## src/rtl/irq_ctrl.sv

```systemverilog
// -----------------------------------------------------------------------------
// irq_ctrl
//   Prioritised interrupt controller sitting in front of the special-register
//   block's irq_in. Latches edge requests (level requests are read live),
//   applies a software mask and presents one request at a time to the core.
//   It remembers which source is in service so the handler can read it back.
//   irq_out is sequenced against irq_en/irq_ack so the core never sees a
//   second entry while a handler is still running.
//
// Ports
//   clk        clock
//   rst        asynchronous reset, active-high
//   src_in     request lines, bit 0 = highest priority
//   irq_en     core interrupt-enable mode bit
//   irq_ack    one-cycle pulse: core has vectored to the handler
//   irq_out    request to the core
//   cfg_we     config write strobe
//   cfg_sel    register select: 0 PEND, 1 MASK, 2 EDGE, 3 ACTIVE
//   cfg_wdata  config write data
//   cfg_rdata  config read data, combinational from cfg_sel
// -----------------------------------------------------------------------------
module irq_ctrl #(
  parameter int NSRC = 8
) (
  input  logic            clk,
  input  logic            rst,
  input  logic [NSRC-1:0] src_in,
  input  logic            irq_en,
  input  logic            irq_ack,
  output logic            irq_out,
  input  logic            cfg_we,
  input  logic [1:0]      cfg_sel,
  input  logic [15:0]     cfg_wdata,
  output logic [15:0]     cfg_rdata
);

  typedef enum logic [1:0] {S_IDLE, S_REQ, S_SERV} state_t;

  state_t          r_state, w_state_nxt;
  logic [NSRC-1:0] r_pend_lat;
  logic [NSRC-1:0] r_mask;
  logic [NSRC-1:0] r_edge;
  logic [NSRC-1:0] r_prev;
  logic [3:0]      r_id, w_id_nxt;
  logic            r_valid, w_valid_nxt;
  logic            r_seen_dis, w_seen_nxt;

  logic [NSRC-1:0] w_pend, w_elig, w_rise, w_clr, w_ack_clr, w_lat_nxt, w_id_oh;
  logic [3:0]      w_win;
  logic            w_any, w_id_elig;
  logic            w_wr_pend, w_wr_mask, w_wr_edge;
  logic            w_unused;

  function automatic logic [15:0] pad16(input logic [NSRC-1:0] v);
    return 16'(v);
  endfunction

  assign w_unused  = ^cfg_wdata;

  assign w_wr_pend = cfg_we && (cfg_sel == 2'd0);
  assign w_wr_mask = cfg_we && (cfg_sel == 2'd1);
  assign w_wr_edge = cfg_we && (cfg_sel == 2'd2);

  // Edge sources read their latch, level sources read the pin directly.
  assign w_pend = (r_pend_lat & r_edge) | (src_in & ~r_edge);
  assign w_elig = w_pend & r_mask;
  assign w_rise = src_in & ~r_prev & r_edge;

  // One-hot of the in-service id and its eligibility, without indexing by a
  // 4-bit id into a narrower vector.
  always_comb begin
    w_id_oh   = '0;
    w_id_elig = 1'b0;
    for (int i = 0; i < NSRC; i++) begin
      if (r_id == 4'(i)) begin
        w_id_oh[i] = 1'b1;
        w_id_elig  = w_elig[i];
      end
    end
  end

  // Lowest set index wins.
  always_comb begin
    w_win = '0;
    w_any = |w_elig;
    for (int i = NSRC - 1; i >= 0; i--) begin
      if (w_elig[i]) w_win = 4'(i);
    end
  end

  // Ack and W1C both clear; a new rising edge in the same cycle is ORed in
  // afterwards so it always survives. Level sources keep no latched state.
  assign w_ack_clr = (r_state == S_REQ && irq_ack) ? w_id_oh : '0;
  assign w_clr     = (w_wr_pend ? cfg_wdata[NSRC-1:0] : '0) | w_ack_clr;
  assign w_lat_nxt = ((r_pend_lat & ~w_clr) | w_rise) & r_edge;

  always_comb begin
    w_state_nxt = r_state;
    w_id_nxt    = r_id;
    w_valid_nxt = r_valid;
    w_seen_nxt  = r_seen_dis;
    irq_out     = 1'b0;
    case (r_state)
      S_IDLE: begin
        if (irq_en && w_any) begin
          w_state_nxt = S_REQ;
          w_id_nxt    = w_win;
          w_valid_nxt = 1'b1;
        end
      end
      S_REQ: begin
        irq_out = 1'b1;
        if (irq_ack) begin
          w_state_nxt = S_SERV;
          w_seen_nxt  = 1'b0;
        end else if (!irq_en || !w_id_elig) begin
          // Request withdrawn before the core took it.
          w_state_nxt = S_IDLE;
          w_id_nxt    = '0;
          w_valid_nxt = 1'b0;
        end
      end
      S_SERV: begin
        // Handler done once irq_en has gone low and come back high.
        if (irq_en && r_seen_dis) begin
          w_state_nxt = S_IDLE;
          w_id_nxt    = '0;
          w_valid_nxt = 1'b0;
          w_seen_nxt  = 1'b0;
        end else if (!irq_en) begin
          w_seen_nxt  = 1'b1;
        end
      end
      default: begin
        w_state_nxt = S_IDLE;
        w_id_nxt    = '0;
        w_valid_nxt = 1'b0;
        w_seen_nxt  = 1'b0;
      end
    endcase
  end

  always_ff @(posedge clk or posedge rst) begin
    if (rst) begin
      r_state    <= S_IDLE;
      r_id       <= '0;
      r_valid    <= 1'b0;
      r_seen_dis <= 1'b0;
      r_pend_lat <= '0;
      r_mask     <= '0;
      r_edge     <= '1;
      r_prev     <= '0;
    end else begin
      r_state    <= w_state_nxt;
      r_id       <= w_id_nxt;
      r_valid    <= w_valid_nxt;
      r_seen_dis <= w_seen_nxt;
      r_pend_lat <= w_lat_nxt;
      r_prev     <= src_in;
      if (w_wr_mask) r_mask <= cfg_wdata[NSRC-1:0];
      if (w_wr_edge) r_edge <= cfg_wdata[NSRC-1:0];
    end
  end

  always_comb begin
    cfg_rdata = '0;
    case (cfg_sel)
      2'd0:    cfg_rdata = pad16(w_pend);
      2'd1:    cfg_rdata = pad16(r_mask);
      2'd2:    cfg_rdata = pad16(r_edge);
      default: cfg_rdata = {r_valid, 11'b0, r_id};
    endcase
  end

endmodule

```

## config.mk

```make
export PLATFORM = sky130hd
export DESIGN_NAME = irq_ctrl
export DESIGN_NICKNAME = d
export VERILOG_FILES = /design/src/rtl/irq_ctrl.sv
export SDC_FILE = /design/constraint.sdc
export NUM_CORES = 1
export LEC_CHECK = 0
export ABC_CLOCK_PERIOD_IN_PS = 3530
export BUFFER_PORTS_ARGS = -buffer_cell sky130_fd_sc_hd__buf_2
export CAP_MARGIN = 20
export CORE_ASPECT_RATIO = 0.7
export CORE_MARGIN = 3
export CORE_UTILIZATION = 58
export CTS_CLUSTER_DIAMETER = 120
export CTS_CLUSTER_SIZE = 40
export DETAILED_ROUTE_END_ITERATION = 6
export PLACE_DENSITY = 0.85
export SLEW_MARGIN = 20
export SYNTH_ARGS = -nofsm -noshare
export SYNTH_HDL_FRONTEND = slang
export SYNTH_SLANG_ARGS = --single-unit
```

## constraint.sdc

```tcl
create_clock -name clk -period 3.53 [get_ports clk]
set_input_delay 0.706 -clock clk [delete_from_list [all_inputs] [get_ports clk]]
set_output_delay 0.706 -clock clk [all_outputs]
set_load 0.005 [all_outputs]
```

Word level (Yosys, flattened, before mapping)
Cells that the tools add are included.
Storage, ports and cells
  output and inout bits: 17
  input port bits: 31
  register bits: 40
  word-level logic and storage cells: 103
Operators by class
  bitwise logic cells: 14
  reductions and logical operators: 16
  multiplexer cells: 47
  eq/ne operators: 18
Operators by type and width (number)
  8-bit bitwise AND: 7
  16-bit case mux with 3 select lines: 1
  4-bit 2-to-1 mux: 11
  1-bit 2-to-1 mux: 24
  8-bit inverter: 3
  8-bit OR: 3
  4-bit by 3-bit equality test with 1-bit output, second input constant: 4
  8-bit 2-to-1 mux: 2
  4-bit case mux with 3 select lines: 1
  4-bit by 2-bit equality test with 1-bit output, second input constant: 2
  2-bit 2-to-1 mux: 4
  2-bit inequality test, second input constant: 4
  8-bit OR reduction: 1
  1-bit logical AND: 6
  1-bit case mux with 3 select lines: 2
  2-bit case mux with 3 select lines: 1
  3-bit AND reduction: 2
  2-bit by 1-bit equality test with 1-bit output, second input constant: 2
  2-bit equality test, second input constant: 2
  4-bit by 1-bit equality test with 1-bit output, second input constant: 1
  2-bit zero test: 2
  4-bit zero test: 1
  4-bit AND reduction: 1
  3-bit 2-to-1 mux: 1
  6 further kinds: 7

Depth between registers and ports, before layout
Gate-level depths: netlist of the first run.
  depth in word-level cells: 17
  gate-level depth with buffers: 7
  mapped depth without buffers: 6

Worst setup path before layout of the first run
Ideal clock, no wire load.
  path type: input to output
  from: input cfg_sel[1]
  to: output cfg_rdata[7]
  arrival time: 1687 ps
  path slack: 1137 ps
  data required time: 2824 ps
  buffers on the path: 2
  stages: 5
  cells stage by stage: clkbuf_1 -> clkbuf_1 -> o21ai_0 -> o31a_2 -> o21ai_0
Between the ends
  word-level cells in the longest chain between the ends: 2
  elaborated cells on any way between the ends: 4
  classes of those cells: 2 x eq/ne; 1 x mux; 1 x reduce/logical
Ends and longest elaborated chain
  start: declaration: line 32  | input logic [1:0] cfg_sel,
  2-bit equality test (tied with other cells): line 167  | case (cfg_sel)
  16-bit case mux with 3 select lines *: line 167
  end: declaration: line 34  | output logic [15:0] cfg_rdata
Every way passes the cells marked *; elsewhere a longest branch is shown, timed or not.

Worst setup path in the final report of the first run
  from: register r_edge[1]
  to: output cfg_rdata[1]
Between the ends
  word-level cells in the longest chain between the ends: 4
  elaborated cells on any way between the ends: 5
  classes of those cells: 1 x mux; 4 x bitwise
Ends and longest elaborated chain
  start: declaration: line 42  | logic [NSRC-1:0] r_edge;
  start signal: assignment: line 161  | if (w_wr_edge) r_edge <= cfg_wdata[NSRC-1:0];
  8-bit inverter: line 65  | assign w_pend = (r_pend_lat & r_edge) | (src_in & ~r_edge);
  8-bit bitwise AND: line 65
  8-bit OR: line 65
  16-bit case mux with 3 select lines *: line 167
Marked as above.

==> run_results.csv, run 1 <==
group,metric,value,unit
synthesis,synthCells,210,
setup_path,cp.required,2.82,ns
clocking,numCtsBuffers,5,
floorplan,die_h,57.5,um
grt,grtUsageTotal,23.8,%
layout,design_area,2450,sq um
route,viasPerCell,5.95,
placed_design,placed_area,2350,sq um
grt,grt_pass1_wl,8.29,mm
synthesis,yosys.area_share.simple,15.3,%
synthesis,synthXorXnorAreaFrac,0,%
timing,report.final.slew_viol_count,0,
setup_path,reg2regPathDepth,6,
pwr,irDropWorstVdd,0.349,mV
route,initialDrtViolationCount,134,
layout,n_antenna_cell,0,
setup_path,crit_slowest_cell,"dfstp_2",
clocking,clockBufferDepth,2,
synthesis,synth-edff-count,0,
synthesis,ys_ff_latch,39,
clocking,cts_max_level,2,
grt,grt_overflow_total,0,
route,wirelength,4.84,mm
setup_path,crit_end,"cfg_rdata[1]",
floorplan,core,3580,sq um
clocking,cts_num_sinks,39,
setup_path,cpPeakStageDelay,0.56,ns
floorplan,rows,18,
layout,area_growth,11.9,%
layout,layout-drive-gt1-share,35.4,%
route,antenna_left,0,
setup_path,r2r_start,"r_edge[7]",
run,maxCapViolations,0,
floorplan,start_util,61.3,%
clocking,worstSkewPairLatency,0.29,ns
synthesis,yosys.area_share.adder,0,%
setup_path,path_max_fanout,4,
worst_hold_path,hp-start,"r_prev[0]",
clocking,cts_root_buf,"clkbuf_8",
route,drt_first_pass_iters,4,
synthesis,synth_area_per_cell,10.4,sq um
timing,final.setup.tns,0,ns
grt,grt_max_degree,40,
layout,final_common_cell,"nand2_1",
synthesis,netlist_area,2190,sq um
route,drcViolationCount,0,
placed_design,detailed_place_hpwl,3.57,mm
pwr,p_total,1.43,mW
pwr,p_leak,1.08,nW
setup_path,crit_chain,"mux2_2, mux4_2, buf_2",
route,routedWlPerCell,16.5,um
layout,fin_nets,273,
timing,hold_viol_final,0,
worst_hold_path,min_path_type,"flop to flop",
floorplan,ios,48,
floorplan,die_area,4570,sq um
route,vias,1742,
synthesis,synth_top_family_by_area,"compound AO/OA/AOI/OAI gates",
timing,min_period_over_period,71.8,%
timing,min_period,2.53,ns
synthesis,synth_ff_type,"dfrtp_1",
floorplan,die_w,79.5,um
clocking,holdBufCountCts,0,
clocking,cts_resized,0,
grt,grt_pass1_vias,1719,
placed_design,pre_cts_slack,1.10,ns
status,run_status,"finished, final reports clean",
timing,worst_slack,0.997,ns
clocking,cts_tree,"built",
setup_path,arrival,1.83,ns
timing,skew,0.0101,ns
synthesis,synth.area.mux_share,16.9,%
setup_path,regToRegEndpoint,"r_id[1]",
synthesis,yosysUniqueCellTypes,50,
pwr,p_per_area,582,nW/um^2
setup_path,end_kind,"output pin",
setup_path,r2r_setup_slack,1.39,ns
timing,setup_violations,0,
setup_path,worstSetupPathType,"flop to output pin",
synthesis,synth-compound-area-share,17.3,%
timing,grt_setup_unrepaired,"false",
layout,final_cell_mix,"nand2_1, buf_2, dfrtp_1",
timing,tightest_slew,0.641,ns
grt,antenna_found_initial,0,
clocking,clkTransAtPathRegs,0.07,ns
synthesis,yosys_warnings,0,
setup_path,cp-startpoint,"r_edge[1]",
synthesis,seq_area_frac_synth,45.0,%
placed_design,portBuffers,32,
setup_path,critPathLaunchType,"flop",
clocking,cts_setup_buffers,0,
placed_design,place.gp.congestion,0.872,
synthesis,postSynth.asyncResetShare,100,%
timing,slew_headroom,57.0,%
timing,fmax,395,MHz
[worst min path at each step]
stage                         end  slack [ns]  cells after the start
floorplan           r_pend_lat[0]        0.40                      1
global placement    r_pend_lat[0]        0.41                      1
detailed placement  r_pend_lat[4]        0.41                      1
CTS                 r_pend_lat[0]        0.42                      1
global route        r_pend_lat[0]        0.44                      1
finish              r_pend_lat[0]        0.41                      1
[cell families after synthesis]
group,Yosys count
AOI/OAI and AO/OA,52
DFF,39
other,1
buffers and inverters,21
and+or+nand+nor,68
muxes,29
[metrics by stage]
step           hold WS (ns)  util (%)  cells
3_3_place_gp          0.409      65.7    285
3_5_place_dp          0.409      65.7    285
6_report              0.413      68.5    293
2_1_floorplan         0.399         -    216
4_1_cts               0.418      68.5    293
5_1_grt               0.440      68.5    293
[layout make-up]
class	count	area, sq um
clock buffer	8	100
fill	300	1130
inverter	7	26.3
multi-input combinational	156	1110
sequential	39	986
tap	50	62.6
timing repair buffer	33	168
[synthesized netlist by cell type (2+ instances only)]
cell type   n  share of area [%]
nand2_1    33                5.6
mux2_2     22                 11
clkbuf_1    3               0.51
nand3_1     6                1.4
o211ai_1    6                2.1
mux4_2      3                3.1
nor2_1      6                1.0
nor2b_1     3               0.86
buf_2       2               0.46
a21oi_1     3               0.68
o22ai_1     2               0.57
inv_1       6                1.0
a21boi_0    3                1.0
a32o_1      2               0.91
mux2_4      3                2.1
buf_4       7                2.4
o21ai_0    17                3.9
o31a_1      2               0.80
dfstp_2     8                9.6
dfrtp_1    31                 35
nand4_1     3               0.86
nand2b_1    5                1.4
and2_1      2               0.57
a31oi_1     5                1.4
nor3_1      2               0.46
[critical path, delay by kind of cell, from the launching register on]
| family | cells | cell delay (ns) |
|---|---|---|
| multiplexers | 2 | 0.84 |
| flip-flops | 1 | 0.56 |
| buffers and inverters | 1 | 0.14 |
[registers in the layout (all words and copies together), names as in the netlist]
signal,flops
r_mask,8
r_prev,8
r_state,2
r_valid,1
r_seen_dis,1
r_pend_lat,8
r_id,3
r_edge,8
[power breakdown]
part / internal, mW / total (mW) / switching, mW
clock network: 0.178 / 0.322 / 0.143
registers: 0.545 / 0.665 / 0.120
logic: 0.227 / 0.442 / 0.215
[layer usage]
layer	vias to the layer above	global-route usage [%]	wire length, um
li1	818	-	-
met4	0	5.88	39
met2	64	36.0	2170
met3	5	5.84	374
met1	855	34.5	2260
met5	-	0	0
Power figures use the tool's default switching activity.
==> inputs of run 2 (changes only) <==
--- a/config.mk
+++ b/config.mk
@@ -5,16 +5,16 @@
 export SDC_FILE = /design/constraint.sdc
 export NUM_CORES = 1
 export LEC_CHECK = 0
-export ABC_CLOCK_PERIOD_IN_PS = 3530
+export ABC_CLOCK_PERIOD_IN_PS = 2600
 export BUFFER_PORTS_ARGS = -buffer_cell sky130_fd_sc_hd__buf_2
 export CAP_MARGIN = 20
 export CORE_ASPECT_RATIO = 0.7
 export CORE_MARGIN = 3
-export CORE_UTILIZATION = 58
+export CORE_UTILIZATION = 54
 export CTS_CLUSTER_DIAMETER = 120
 export CTS_CLUSTER_SIZE = 40
 export DETAILED_ROUTE_END_ITERATION = 6
-export PLACE_DENSITY = 0.85
+export PLACE_DENSITY = 0.8
 export SLEW_MARGIN = 20
 export SYNTH_ARGS = -nofsm -noshare
 export SYNTH_HDL_FRONTEND = slang
==> constraint.sdc (replaced) <==
create_clock -name clk -period 2.6 [get_ports clk]
set_input_delay 0.52 -clock clk [delete_from_list [all_inputs] [get_ports clk]]
set_output_delay 0.52 -clock clk [all_outputs]
set_load 0.005 [all_outputs]
==> run 2 against run 1 <==
Critical path type unchanged. Global-route usage down 0.96 points. Hold slack worse by 0.076 ns. Highest routed layer unchanged. Cell count unchanged. Cell area unchanged. Combinational power up 36%. Utilization down 2.5 points.
==> run_results.csv, run 2 (synthesis gave the netlist of run 1 again) <==
group,metric,value,unit
setup_path,arrival,1.84,ns
pwr,swShare,34.1,%
timing,worst_slack,0.235,ns
clocking,cts_num_sinks,39,
route,drt_first_pass_iters,7,
run,maxCapViolations,0,
timing,hold_slack,0.337,ns
floorplan,rows,18,
layout,fin_nets,273,
placed_design,place.gp.congestion,0.850,
route,routedWlPerCell,16.9,um
grt,grt_max_degree,40,
grt,grt_pass1_vias,1675,
pwr,power_frac_comb,30.8,%
layout,layout-drive-gt1-share,35.4,%
clocking,cts_max_level,2,
grt,antenna_found_initial,0,
grt,grt_overflow_total,0,
pwr,p_total,1.96,mW
route,vias,1726,
timing,report.final.slew_viol_count,0,
timing,tightest_slew,0.630,ns
status,run_status,"finished, final reports clean",
pwr,p_clk_share,23.1,%
pwr,p_leak,1.08,nW
setup_path,path_max_fanout,4,
floorplan,core,3720,sq um
timing,min_period_over_period,91.0,%
clocking,worstSkewPairLatency,0.30,ns
placed_design,portBuffers,32,
route,initialDrtViolationCount,124,
timing,skew,0.00197,ns
setup_path,cp.required,2.08,ns
grt,grtUsageTotal,22.8,%
timing,min_period,2.36,ns
pwr,irDropWorstVdd,0.420,mV
setup_path,worstSetupPathType,"flop to output pin",
setup_path,crit_chain,"mux2_2, mux4_2, buf_2",
clocking,clkTransAtPathRegs,0.07,ns
clocking,clockBufferDepth,2,
timing,slew_headroom,57.8,%
route,antenna_left,0,
route,viasPerCell,5.89,
floorplan,start_util,59.0,%
timing,fmax,423,MHz
setup_path,crit_slowest_cell,"dfstp_2",
timing,hold_viol_final,0,
worst_hold_path,min_path_type,"primary input to asynchronous set/reset pin",
pwr,p_int,1.29,mW
clocking,cts_root_buf,"clkbuf_8",
timing,final.setup.tns,0,ns
setup_path,cpPeakStageDelay,0.56,ns
pwr,sequentialPowerShare,46.1,%
pwr,p_sw,0.666,mW
layout,final_cell_mix,"nand2_1, buf_2, dfrtp_1",
layout,area_growth,11.9,%
placed_design,pre_cts_slack,0.440,ns
timing,grt_setup_unrepaired,"false",
placed_design,detailed_place_hpwl,3.61,mm
clocking,cts_resized,0,
floorplan,ios,48,
floorplan,die_w,82.2,um
setup_path,cp_top_family,"multiplexers",
layout,final_common_cell,"nand2_1",
clocking,numCtsBuffers,5,
clocking,cts_tree,"built",
grt,grt_pass1_wl,8.11,mm
setup_path,end_kind,"output pin",
route,drcViolationCount,0,
timing,setup_violations,0,
setup_path,critPathLaunchType,"flop",
clocking,holdBufCountCts,0,
floorplan,die_area,4870,sq um
route,wirelength,4.94,mm
clocking,cts_setup_buffers,0,
layout,n_antenna_cell,0,
pwr,p_per_area,797,nW/um^2
floorplan,die_h,59.3,um
setup_path,critPathBufInv,1,
==> run 2: power groups by stage <==
stage	combinational [mW]	clock [mW]	sequential [mW]
finish	0.603	0.453	0.901
global route	0.669	0.483	0.921
CTS	0.603	0.464	0.896
detailed placement	0.600	0	0.906
global placement	0.580	0	0.899
floorplan	0.523	0	0.822
==> run 2: worst reg2reg max path: cells and delay by family (launching register included) <==
family             cells  cell delay [ns]
AOI/OAI and AO/OA      4             0.75
muxes                  2             0.69
DFF                    1             0.59
==> run 2: final timing paths <==
check	from	endpoint	slack [ns]	depth (start not counted)
worst max-delay path	r_edge[2]	cfg_rdata[2]	0.24	3
worst min-delay path	rst	r_prev[5]	0.34	3
worst max register to register	r_edge[3]	r_id[1]	0.47	6
worst min register to register	r_prev[0]	r_pend_lat[0]	0.43	1
max in group asynchronous	rst	r_edge[0]	1.90	3
min in group clk	src_in[1]	r_prev[1]	0.35	1
==> run 2: layout make-up <==
type	count	area, sq um
repair buffers	33	168
inverters	7	26.3
flip-flops and latches	39	986
fillers	314	1260
well taps	50	62.6
clock buffers	8	100
multi-input cells	156	1110
==> run 2: metrics by stage <==
step | util, % | instances | area (sq um)
2_1_floorplan | - | 216 | 2220
3_3_place_gp | 63.3 | 285 | 2350
3_5_place_dp | 63.3 | 285 | 2350
4_1_cts | 66.0 | 293 | 2450
5_1_grt | 66.0 | 293 | 2450
6_report | 66.0 | 293 | 2450
==> run 2: layer usage <==
metal  track usage [%]  vias up  wire length, um
met5                 0        -                0
li1                  -      819                -
met4              9.72        0               88
met1              31.8      833             2330
met2              34.2       66             2110
met3              5.32        8              417
==> inputs of run 3 (changes only) <==
--- a/config.mk
+++ b/config.mk
@@ -10,11 +10,12 @@
 export CAP_MARGIN = 20
 export CORE_ASPECT_RATIO = 0.7
 export CORE_MARGIN = 3
-export CORE_UTILIZATION = 54
+export CORE_UTILIZATION = 56
+export CTS_BUF_LIST = sky130_fd_sc_hd__clkbuf_4 sky130_fd_sc_hd__clkbuf_8
 export CTS_CLUSTER_DIAMETER = 120
 export CTS_CLUSTER_SIZE = 40
 export DETAILED_ROUTE_END_ITERATION = 6
-export PLACE_DENSITY = 0.8
+export PLACE_DENSITY = 0.83
 export SLEW_MARGIN = 20
 export SYNTH_ARGS = -nofsm -noshare
 export SYNTH_HDL_FRONTEND = slang
==> run 3 against run 2 <==
Critical path depth unchanged. Highest routed layer unchanged. Largest power group unchanged. Total power up 0.41%. Clock power up 2%. Global-route usage up 0.14 points. Die area down 3.3%. Sequential share of layout area down 0.061 points. Register-to-register slack about the same. Clock skew up 0.0021 ns. Wire length up 1.1%. Via count up 1.2%. First-iteration DRC count down 16%.
==> run_results.csv, run 3 (synthesis gave the netlist of run 1 again) <==
group,metric,value,unit
pwr,p_per_area,799,nW/um^2
route,routedWlPerCell,17.0,um
placed_design,placed_area,2350,sq um
grt,grtUsageTotal,22.9,%
setup_path,arrival,1.84,ns
floorplan,die_area,4720,sq um
pwr,p_total,1.96,mW
grt,grt_pass1_wl,8.07,mm
placed_design,dp.cells,285,
timing,hold_viol_final,0,
floorplan,die_w,80.8,um
clocking,holdBufCountCts,0,
timing,setup_violations,0,
timing,min_period,2.36,ns
pwr,irDropWorstVdd,0.509,mV
floorplan,rows,18,
route,vias,1747,
timing,report.final.slew_viol_count,0,
run,maxCapViolations,0,
timing,grt_setup_unrepaired,"false",
layout,area_growth,12.0,%
grt,antenna_found_initial,0,
timing,final.setup.tns,0,ns
clocking,cts_num_sinks,39,
clocking,cts_setup_buffers,0,
clocking,cts_root_buf,"clkbuf_8",
pwr,p_leak,1.08,nW
placed_design,detailed_place_hpwl,3.59,mm
layout,design_area,2460,sq um
placed_design,place.gp.congestion,0.863,
setup_path,regToRegEndpoint,"r_id[1]",
route,viasPerCell,5.96,
layout,fin_nets,273,
clocking,cts_max_level,2,
layout,final_cell_mix,"nand2_1, buf_2, dfrtp_1",
timing,slew_headroom,59.0,%
route,wirelength,4.99,mm
floorplan,core,3650,sq um
clocking,clkTransAtPathRegs,0.07,ns
clocking,numCtsBuffers,5,
grt,grt_pass1_vias,1622,
timing,fmax,424,MHz
layout,n_antenna_cell,0,
clocking,worstSkewPairLatency,0.29,ns
grt,grt_overflow_total,0,
setup_path,r2r_setup_slack,0.46,ns
clocking,cts_resized,0,
setup_path,end_kind,"output pin",
setup_path,worstSetupPathType,"flop to output pin",
layout,final_common_cell,"nand2_1",
floorplan,start_util,60.1,%
setup_path,cp.required,2.08,ns
clocking,clockBufferDepth,2,
setup_path,reg2regPathDepth,6,
setup_path,crit_end,"cfg_rdata[1]",
clocking,cts_tree,"built",
setup_path,critPathLaunchType,"flop",
setup_path,r2r_start,"r_edge[7]",
layout,layout-drive-gt1-share,35.8,%
setup_path,cp-startpoint,"r_edge[1]",
route,drcViolationCount,0,
status,run_status,"finished, final reports clean",
layout,fin_cells,293,
setup_path,path_max_fanout,4,
route,antenna_left,0,
route,initialDrtViolationCount,104,
worst_hold_path,min_path_type,"primary input to asynchronous set/reset pin",
floorplan,ios,48,
timing,tightest_slew,0.612,ns
floorplan,die_h,58.4,um
timing,skew,0.00408,ns
timing,min_period_over_period,90.6,%
placed_design,portBuffers,32,
grt,grt_max_degree,40,
route,drt_first_pass_iters,4,
[run 3: power breakdown]
part	switching, mW	total (mW)	internal [mW]
registers	0.162	0.902	0.740
clock network	0.207	0.460	0.253
logic	0.295	0.603	0.308
[run 3: worst max-delay path: stages, from the launching register on]
cell,delay (ns)
dfstp_2,0.56
mux2_2,0.37
mux4_2,0.47
buf_2,0.14
[run 3: cell type report]
type                    count  area (sq um)
fillers                   298          1190
repair buffers             33           168
well taps                  50          62.6
flip-flops and latches     39           986
clock buffers               8           104
inverters                   7          26.3
multi-input cells         156          1110
[run 3: metal layers]
layer  global-route usage [%]  vias up  part of all wire [%]
li1                         -      822                     -
met1                     33.4      828                    46
met2                     33.1       86                    42
met3                     6.57       11                    10
met4                     7.71        0                   1.5
met5                        0        -                     0
[run 3: how the worst min path moves through the flow]
| stage | endpoint | slack [ns] |
|---|---|---|
| finish | r_pend_lat[5] | 0.34 |
| global route | r_prev[0] | 0.35 |
| CTS | r_mask[1] | 0.35 |
| detailed placement | r_pend_lat[4] | 0.41 |
| global placement | r_pend_lat[4] | 0.41 |
| floorplan | r_pend_lat[0] | 0.40 |
[run 3: per-stage QoR]
step / setup slack, ns / hold slack, ns / utilization (%)
after global routing: 0.202 / 0.355 / 67.4
after floorplan: 0.579 / 0.399 / -
final: 0.244 / 0.338 / 67.4
after detailed placement: 0.440 / 0.412 / 64.5
after global placement: 0.490 / 0.407 / 64.5
after CTS: 0.236 / 0.347 / 67.4
